## src/rtl/run_ctrl.sv

```systemverilog
`default_nettype none
// ------------------------------------------------------------------------
// run_ctrl: run/stop/single-step sequencer producing the CPU clock enable;
// optional fetch-address breakpoint when RUN_CTRL_BREAKPOINT_EN is defined.  Rev 1.0
// ------------------------------------------------------------------------
module run_ctrl #(
  parameter int AW          = 32,
  parameter int CW          = 32,
  parameter int STEP_CYCLES = 1
) (
  input  logic          clk,
  input  logic          reset,
  input  logic          tick,
  input  logic          btn_run,
  input  logic          btn_stop,
  input  logic          btn_step,
  input  logic [AW-1:0] addr,
  input  logic [AW-1:0] bp_addr,
  input  logic          bp_en,
  output logic          cpu_ce,
  output logic [1:0]    state,
  output logic          halted_bp,
  output logic [CW-1:0] cycles
);

  localparam logic [1:0] ST_STOP = 2'd0;
  localparam logic [1:0] ST_RUN  = 2'd1;
  localparam logic [1:0] ST_STEP = 2'd2;
  localparam logic [1:0] ST_BRK  = 2'd3;

  localparam logic [7:0] STEP_LOAD = 8'(STEP_CYCLES);

  logic [1:0]    state_q, state_d;
  logic          cpu_ce_q, cpu_ce_d;
  logic [CW-1:0] cycles_q, cycles_d;
  logic [7:0]    stepcnt_q, stepcnt_d;
  logic          prev_run_q, prev_stop_q, prev_step_q;

  logic          press_run, press_stop, press_step;
  logic          idle_state;
  logic          bp_hit;
  logic          fire;

  assign press_run  = btn_run  & ~prev_run_q;
  assign press_stop = btn_stop & ~prev_stop_q;
  assign press_step = btn_step & ~prev_step_q;

  // States from which run/step presses are accepted.
  assign idle_state = (state_q == ST_STOP) || (state_q == ST_BRK);

`ifdef RUN_CTRL_BREAKPOINT_EN
  logic skip_q, skip_d;

  // skip lets the instruction sitting on the breakpoint execute once after a resume.
  assign bp_hit = bp_en && !skip_q && (addr == bp_addr);
`else
  logic unused_bp_inputs;

  assign unused_bp_inputs = ^{addr, bp_addr, bp_en};
  assign bp_hit           = 1'b0;
`endif

  always_ff @(posedge clk) begin
    if (reset) begin
      state_q   <= ST_STOP;
      cpu_ce_q  <= 1'b0;
      cycles_q  <= '0;
      stepcnt_q <= 8'd0;
`ifdef RUN_CTRL_BREAKPOINT_EN
      skip_q    <= 1'b0;
`endif
    end else begin
      state_q   <= state_d;
      cpu_ce_q  <= cpu_ce_d;
      cycles_q  <= cycles_d;
      stepcnt_q <= stepcnt_d;
`ifdef RUN_CTRL_BREAKPOINT_EN
      skip_q    <= skip_d;
`endif
    end
    // Loading the live level during reset suppresses a press from a held button.
    prev_run_q  <= btn_run;
    prev_stop_q <= btn_stop;
    prev_step_q <= btn_step;
  end

  always_comb begin
    state_d   = state_q;
    stepcnt_d = stepcnt_q;
    fire      = 1'b0;
`ifdef RUN_CTRL_BREAKPOINT_EN
    skip_d    = skip_q;
`endif
    if (press_stop) begin
      state_d = ST_STOP;
    end else if (press_step && idle_state) begin
      state_d   = ST_STEP;
      stepcnt_d = STEP_LOAD;
`ifdef RUN_CTRL_BREAKPOINT_EN
      skip_d    = 1'b1;
`endif
    end else if (press_run && idle_state) begin
      state_d = ST_RUN;
`ifdef RUN_CTRL_BREAKPOINT_EN
      skip_d  = 1'b1;
`endif
    end else if (tick && (state_q == ST_RUN)) begin
      if (bp_hit) begin
        state_d = ST_BRK;
      end else begin
        fire = 1'b1;
`ifdef RUN_CTRL_BREAKPOINT_EN
        skip_d = 1'b0;
`endif
      end
    end else if (tick && (state_q == ST_STEP)) begin
      fire      = 1'b1;
      stepcnt_d = stepcnt_q - 8'd1;
      if (stepcnt_q == 8'd1) begin
        state_d = ST_STOP;
      end
    end
  end

  always_comb begin
    cpu_ce_d = fire;
    cycles_d = cycles_q + CW'(fire);
  end

  assign cpu_ce = cpu_ce_q;
  assign state  = state_q;
  assign cycles = cycles_q;

`ifdef RUN_CTRL_BREAKPOINT_EN
  assign halted_bp = (state_q == ST_BRK);
`else
  assign halted_bp = 1'b0;
`endif

endmodule
`default_nettype wire
```

## config.mk

```make
export PLATFORM = sky130hd
export DESIGN_NAME = run_ctrl
export DESIGN_NICKNAME = d
export VERILOG_FILES = /design/src/rtl/run_ctrl.sv
export SDC_FILE = /design/constraint.sdc
export NUM_CORES = 1
export LEC_CHECK = 0
export ABC_AREA = 1
export CAP_MARGIN = 40
export CORE_ASPECT_RATIO = 1.1
export CORE_UTILIZATION = 38
export CTS_CLUSTER_SIZE = 8
export DETAILED_ROUTE_END_ITERATION = 12
export GPL_TIMING_DRIVEN = 0
export MAX_ROUTING_LAYER = met4
export PLACE_DENSITY = 0.77
export SETUP_SLACK_MARGIN = 0.05
export SYNTH_ARGS = -nofsm -noshare
export SYNTH_HDL_FRONTEND = slang
export SYNTH_SLANG_ARGS = --single-unit
```

## constraint.sdc

```tcl
create_clock -name clk -period 2.4 [get_ports clk]
set_input_delay 0.48 -clock clk [delete_from_list [all_inputs] [get_ports clk]]
set_output_delay 0.48 -clock clk [all_outputs]
set_load 0.005 [all_outputs]
```

Word-level counts from Yosys, hierarchy flattened --
Index checks and enable logic that the tools add are counted.
Word-level totals: bits in registers 46, output and inout bits 36
Cells by class: add/sub/neg operators 2, eq/ne operators 8, multiplexer cells 14, bitwise gates (word level) 7, reductions and logical operators 16
Operators by type and width (number):
- adder 32 x 1 -> 32 bit | 1
- two-way mux 8 bit | 4
- two-way mux 2 bit | 5
- equality test 8 x 1 -> 1 bit (second input constant) | 1
- subtractor 8 x 1 -> 8 bit (second input constant) | 1
- inequality test 2 bit (second input constant) | 3
- AND reduction 3 bit | 2
- nonzero test 2 bit | 3
- nonzero test 3 bit | 2
- two-way mux 1 bit | 5
- equality test 2 bit (second input constant) | 2
- logical AND 1 bit | 4
- NOT 1 bit | 4
- AND reduction 4 bit | 1
- bitwise AND 1 bit | 3
- inequality test 3 bit (second input constant) | 1
- OR reduction 3 bit | 1
- equality test 2 x 1 -> 1 bit (second input constant) | 1
- logical NOT 2 bit | 1
- OR reduction 2 bit | 1
- logical OR 1 bit | 1

Longest topological paths before layout --
depth after elaboration 8, gate-level depth with buffers 17, mapped depth without buffers 17

Least setup slack after synthesis --
No wires, ideal clock.
path kind reg-to-reg, start point register state_q[0], in the netlist state[0], end point register cycles_q[18], in the netlist cycles[18], setup time 0.128 ns, data arrival time 2.167 ns, path slack 0.105 ns, cell stages (with the launch flop) 17, path buffers 0, clock period less this slack 2.295 ns, cells stage by stage dfxtp_1 -> inv_1 -> ha_1 -> nand2_1 -> nor2_1 -> inv_1 -> o2111ai_1 -> nor2_1 -> ha_1 -> ha_1 -> nand2_1 -> nor2_2 -> nand2_1 -> nor2_4 -> nand3_1 -> nand2_1 -> nor2_1
Between the ends: longest elaborated chain between the ends 8, elaborated cells on any way between the ends 15, classes of those cells add/sub: 1; eq/ne: 3; mux: 5; reduce/logical: 6
RTL lines:
- from (decl) | RTL line 33 | logic [1:0] state_q, state_d;
- from (signal assigned) | RTL line 73 | state_q <= state_d;
- equality test 2 bit | RTL line 116 | end else if (tick && (state_q == ST_STEP)) begin
- logical AND 1 bit | RTL line 116
- two-way mux 1 bit | RTL line 116
- two-way mux 1 bit | RTL line 107 | end else if (tick && (state_q == ST_RUN)) begin
- two-way mux 1 bit | RTL line 102 | end else if (press_run && idle_state) begin
- two-way mux 1 bit * | RTL line 96 | end else if (press_step && idle_state) begin
- two-way mux 1 bit * | RTL line 94 | if (press_stop) begin
- named net cpu_ce_d | RTL line 34 | logic cpu_ce_q, cpu_ce_d;
- adder 32 x 1 -> 32 bit * | RTL line 127 | cycles_d = cycles_q + CW'(fire);
- to (signal assigned) | RTL line 75 | cycles_q <= cycles_d;
- to (decl) | RTL line 35 | logic [CW-1:0] cycles_q, cycles_d;
Mark *: on every way through the listed nets, which the timed path passes. The rest lies on a longest branch. A chain may end at the register's enable or synchronous reset.

Final worst setup path --
Same ends and word-level chain as after synthesis.

==> impl_metrics.toml <==
[outcome]
status = "complete, no violations"

[routing]
routed-via-count = 2470
ant_nets = 0
wl_um = 5940
firstDrtPassIters = 4
drt_iter0_drc = 158
wl_per_cell_um = 11.7
viasPerCell = 4.87
route.detailed.drc = 0

[cts]
htreeDepth = 2
clkTransAtPathRegs_ns = 0.09
cts_buffers = 5
tritoncts = "built"
numClockSinks = 46
cts_root_buf = "clkbuf_8"
clk-insertion-delay-late_ns = 0.30
clockBufferDepth = 2

[power]
power.switching_mw = 0.365
pwr-share-seq_pct = 54.9
p_sw_share_pct = 25.3
power_mw = 1.44
internal_power_mw = 1.08
p_per_area_nw_per_um2 = 448
pwr-share-comb_pct = 11.0
leakage_nw = 1.13
peakVddDrop_mv = 0.259
clock_power_share_pct = 34.1

[logic_synthesis]
synth_top_area_share_pct = 38.3
synth-xor-area-share_pct = 2.19
yosysTopAreaCell = "dfxtp_1"
synth-simple-area-share_pct = 40.9
synth_cells = 370
syn_avg_cell_area_um2 = 6.50
yosys_warnings = 0
synthAdderAreaFrac_pct = 3.64
syn-cell-area_um2 = 2400
yosysSeqAreaShare_pct = 38.3
muxShareOfSynthArea_pct = 0
synth-seq-cells = 46
synth_area_leaders = "dfxtp_1 38%, nand2_1 18%, nor2_1 11%, inv_1 6.2%, a21oi_1 4.8%"
syn-num-nets = 448
synth.distinct_cells = 24
synth_compound_area_share_pct = 7.75
synth_top_family_by_area = "simple AND/OR/NAND/NOR gates"

[floorplanning]
rows = 30
die_x_um = 77.9
coreArea_um2 = 6160
io_pins = 107
die_area_um2 = 6650
initial_core_util_pct = 39.1
die_h_um = 85.4

[sta]
fin_worst_skew_ns = 0.00760
setup_tns_ns = 0
fin_crit_sh_pct = 93.6
rsz0062_at_grt = "yes"
min_period_ns = 2.25
timing.hold.ws_ns = 0.374
slew_headroom_pct = 66.1
finalHoldViolCount = 0
finalSetupViolations = 0
drv_slew = 0
max_freq_ghz = 0.445
setup_slack_ns = 0.154
tightest_slew_ns = 0.508

[placed_design]
post-place-ws_ns = -0.464
dp_hpwl_um = 4400
place_area_um2 = 2910
io_buffers = 40
gp_congestion = 0.893

[global_routing]
antenna_found_initial = 0
track_usage_pct = 18.9
grt_overflow = 0
first_global_vias = 2260
grt_max_degree = 14
grt_pass1_wl_um = 9660

[layout]
stdcell_area_um2 = 3220
num-nets-final = 504
layout-drive-gt1-share_pct = 11.5
mostFrequentLayoutCell = "nand2_1"
area_growth_pct = 33.8
layout_common_cells = "113 x nand2_1, 69 x nor2_1, 44 x dfxtp_1"
diodes = 0

[setup_path]
cp_cell_sequence = "inv_2, ha_4, nand2_4, nor2_4, inv_2, o2111ai_4, nor2_4, ha_4, ha_4, nand2_4, nor2_4, nand2_4, nor2_4, nand3_2, nand2_1, nor2_1"
critical_path_class = "flop to flop"
cp.arrival_ns = 2.42
cp_slowest_stage_delay_ns = 0.35
cp_max_fo = 7
cp-start-kind = "flop"
endpoint_kind = "flop"
critPathSlowestCell = "dfxtp_2"
path_common_cell = "nor2_4"
required_ns = 2.58

[job]
max_cap_violations = 0

[worst_hold_path]
hold_class = "input port to flop"
[cells in the mapped netlist, drive strengths merged]
cell type  instances
dfxtp             46
nand4              8
conb               1
nor2              80
nand3b            10
buf                2
o21ai              8
nand3             12
ha                 7
nand2            120
clkbuf             2
a21boi             2
xor2               4
o2111ai            1
inv               40
o21a               1
or2                1
a21oi             23
xnor2              2
[through the flow]
step                cells  util [%]
floorplan             370         -
global placement      490      47.2
detailed placement    490      47.2
CTS                   502      50.3
global route          507      52.3
finish                507      52.3
[timing repair]
action                                 4_1_cts  5_1_grt
setup endpoints to repair                   23       26
endpoints found under the hold margin        0        0
gates resized for setup                     16       20
setup buffers                                4        5
pin swaps                                    5        9
hold buffers                                 0        0
cloned                                       0        0
[critical path, delay by kind of cell, from the launching register on]
family,cells,cell delay (ns)
AO/OA/AOI/OAI,1,0.12
adder cells (fa/ha/maj),3,0.52
buffers and inverters,2,0.13
flip-flops,1,0.35
AND/OR/NAND/NOR,10,0.99
[state kept, by name, indices dropped and copies added (netlist names)]
register,flops
cycles,32
stepcnt_q,8
state,2
cpu_ce,1
prev_run_q,1
prev_step_q,1
prev_stop_q,1
[path summary, 6_finish.rpt]
| check | start | endpoint | slack, ns | cells after the start |
|---|---|---|---|---|
| hold / removal | btn_step | prev_step_q | 0.37 | 1 |
| setup reg to reg | state[0] | cycles[18] | 0.15 | 16 |
| hold reg to reg | stepcnt_q[2] | stepcnt_q[2] | 0.48 | 2 |
| setup / recovery | state[0] | cycles[18] | 0.15 | 16 |
[power groups by stage]
stage	Combinational, mW	Sequential [mW]	Clock [mW]
2_1_floorplan	0.0919	0.806	0
3_3_place_gp	0.125	0.808	0
5_1_grt	0.181	0.794	0.535
3_5_place_dp	0.129	0.808	0
6_report	0.159	0.792	0.492
4_1_cts	0.138	0.791	0.509
[layout make-up]
cell class	instances	area [µm²]
Fill cell	576	2940
Multi-Input combinational cell	280	1460
Sequential cell	46	926
Timing Repair Buffer	49	470
Inverter	40	150
Tap cell	80	100
Clock buffer	7	86.3
Buffer	4	18.8
Clock inverter	1	5.00
[cell families (layout without fill, tap and decap cells)]
logic type / Yosys count / in the layout
compound gates: 35 / 35
flops: 46 / 46
fa+ha+maj: 7 / 7
xor+xnor: 6 / 6
simple gates: 231 / 231
other cells: 1 / 1
buf+inv: 44 / 101
[routing by layer]
metal	share of wire (%)	GRT usage, %	vias up
li1	-	-	1273
met1	42	20.5	1122
met2	52	35.6	66
met3	3.7	2.26	9
met4	1.6	5.49	0
met5	0	-	-
Power figures use the tool's default switching activity.
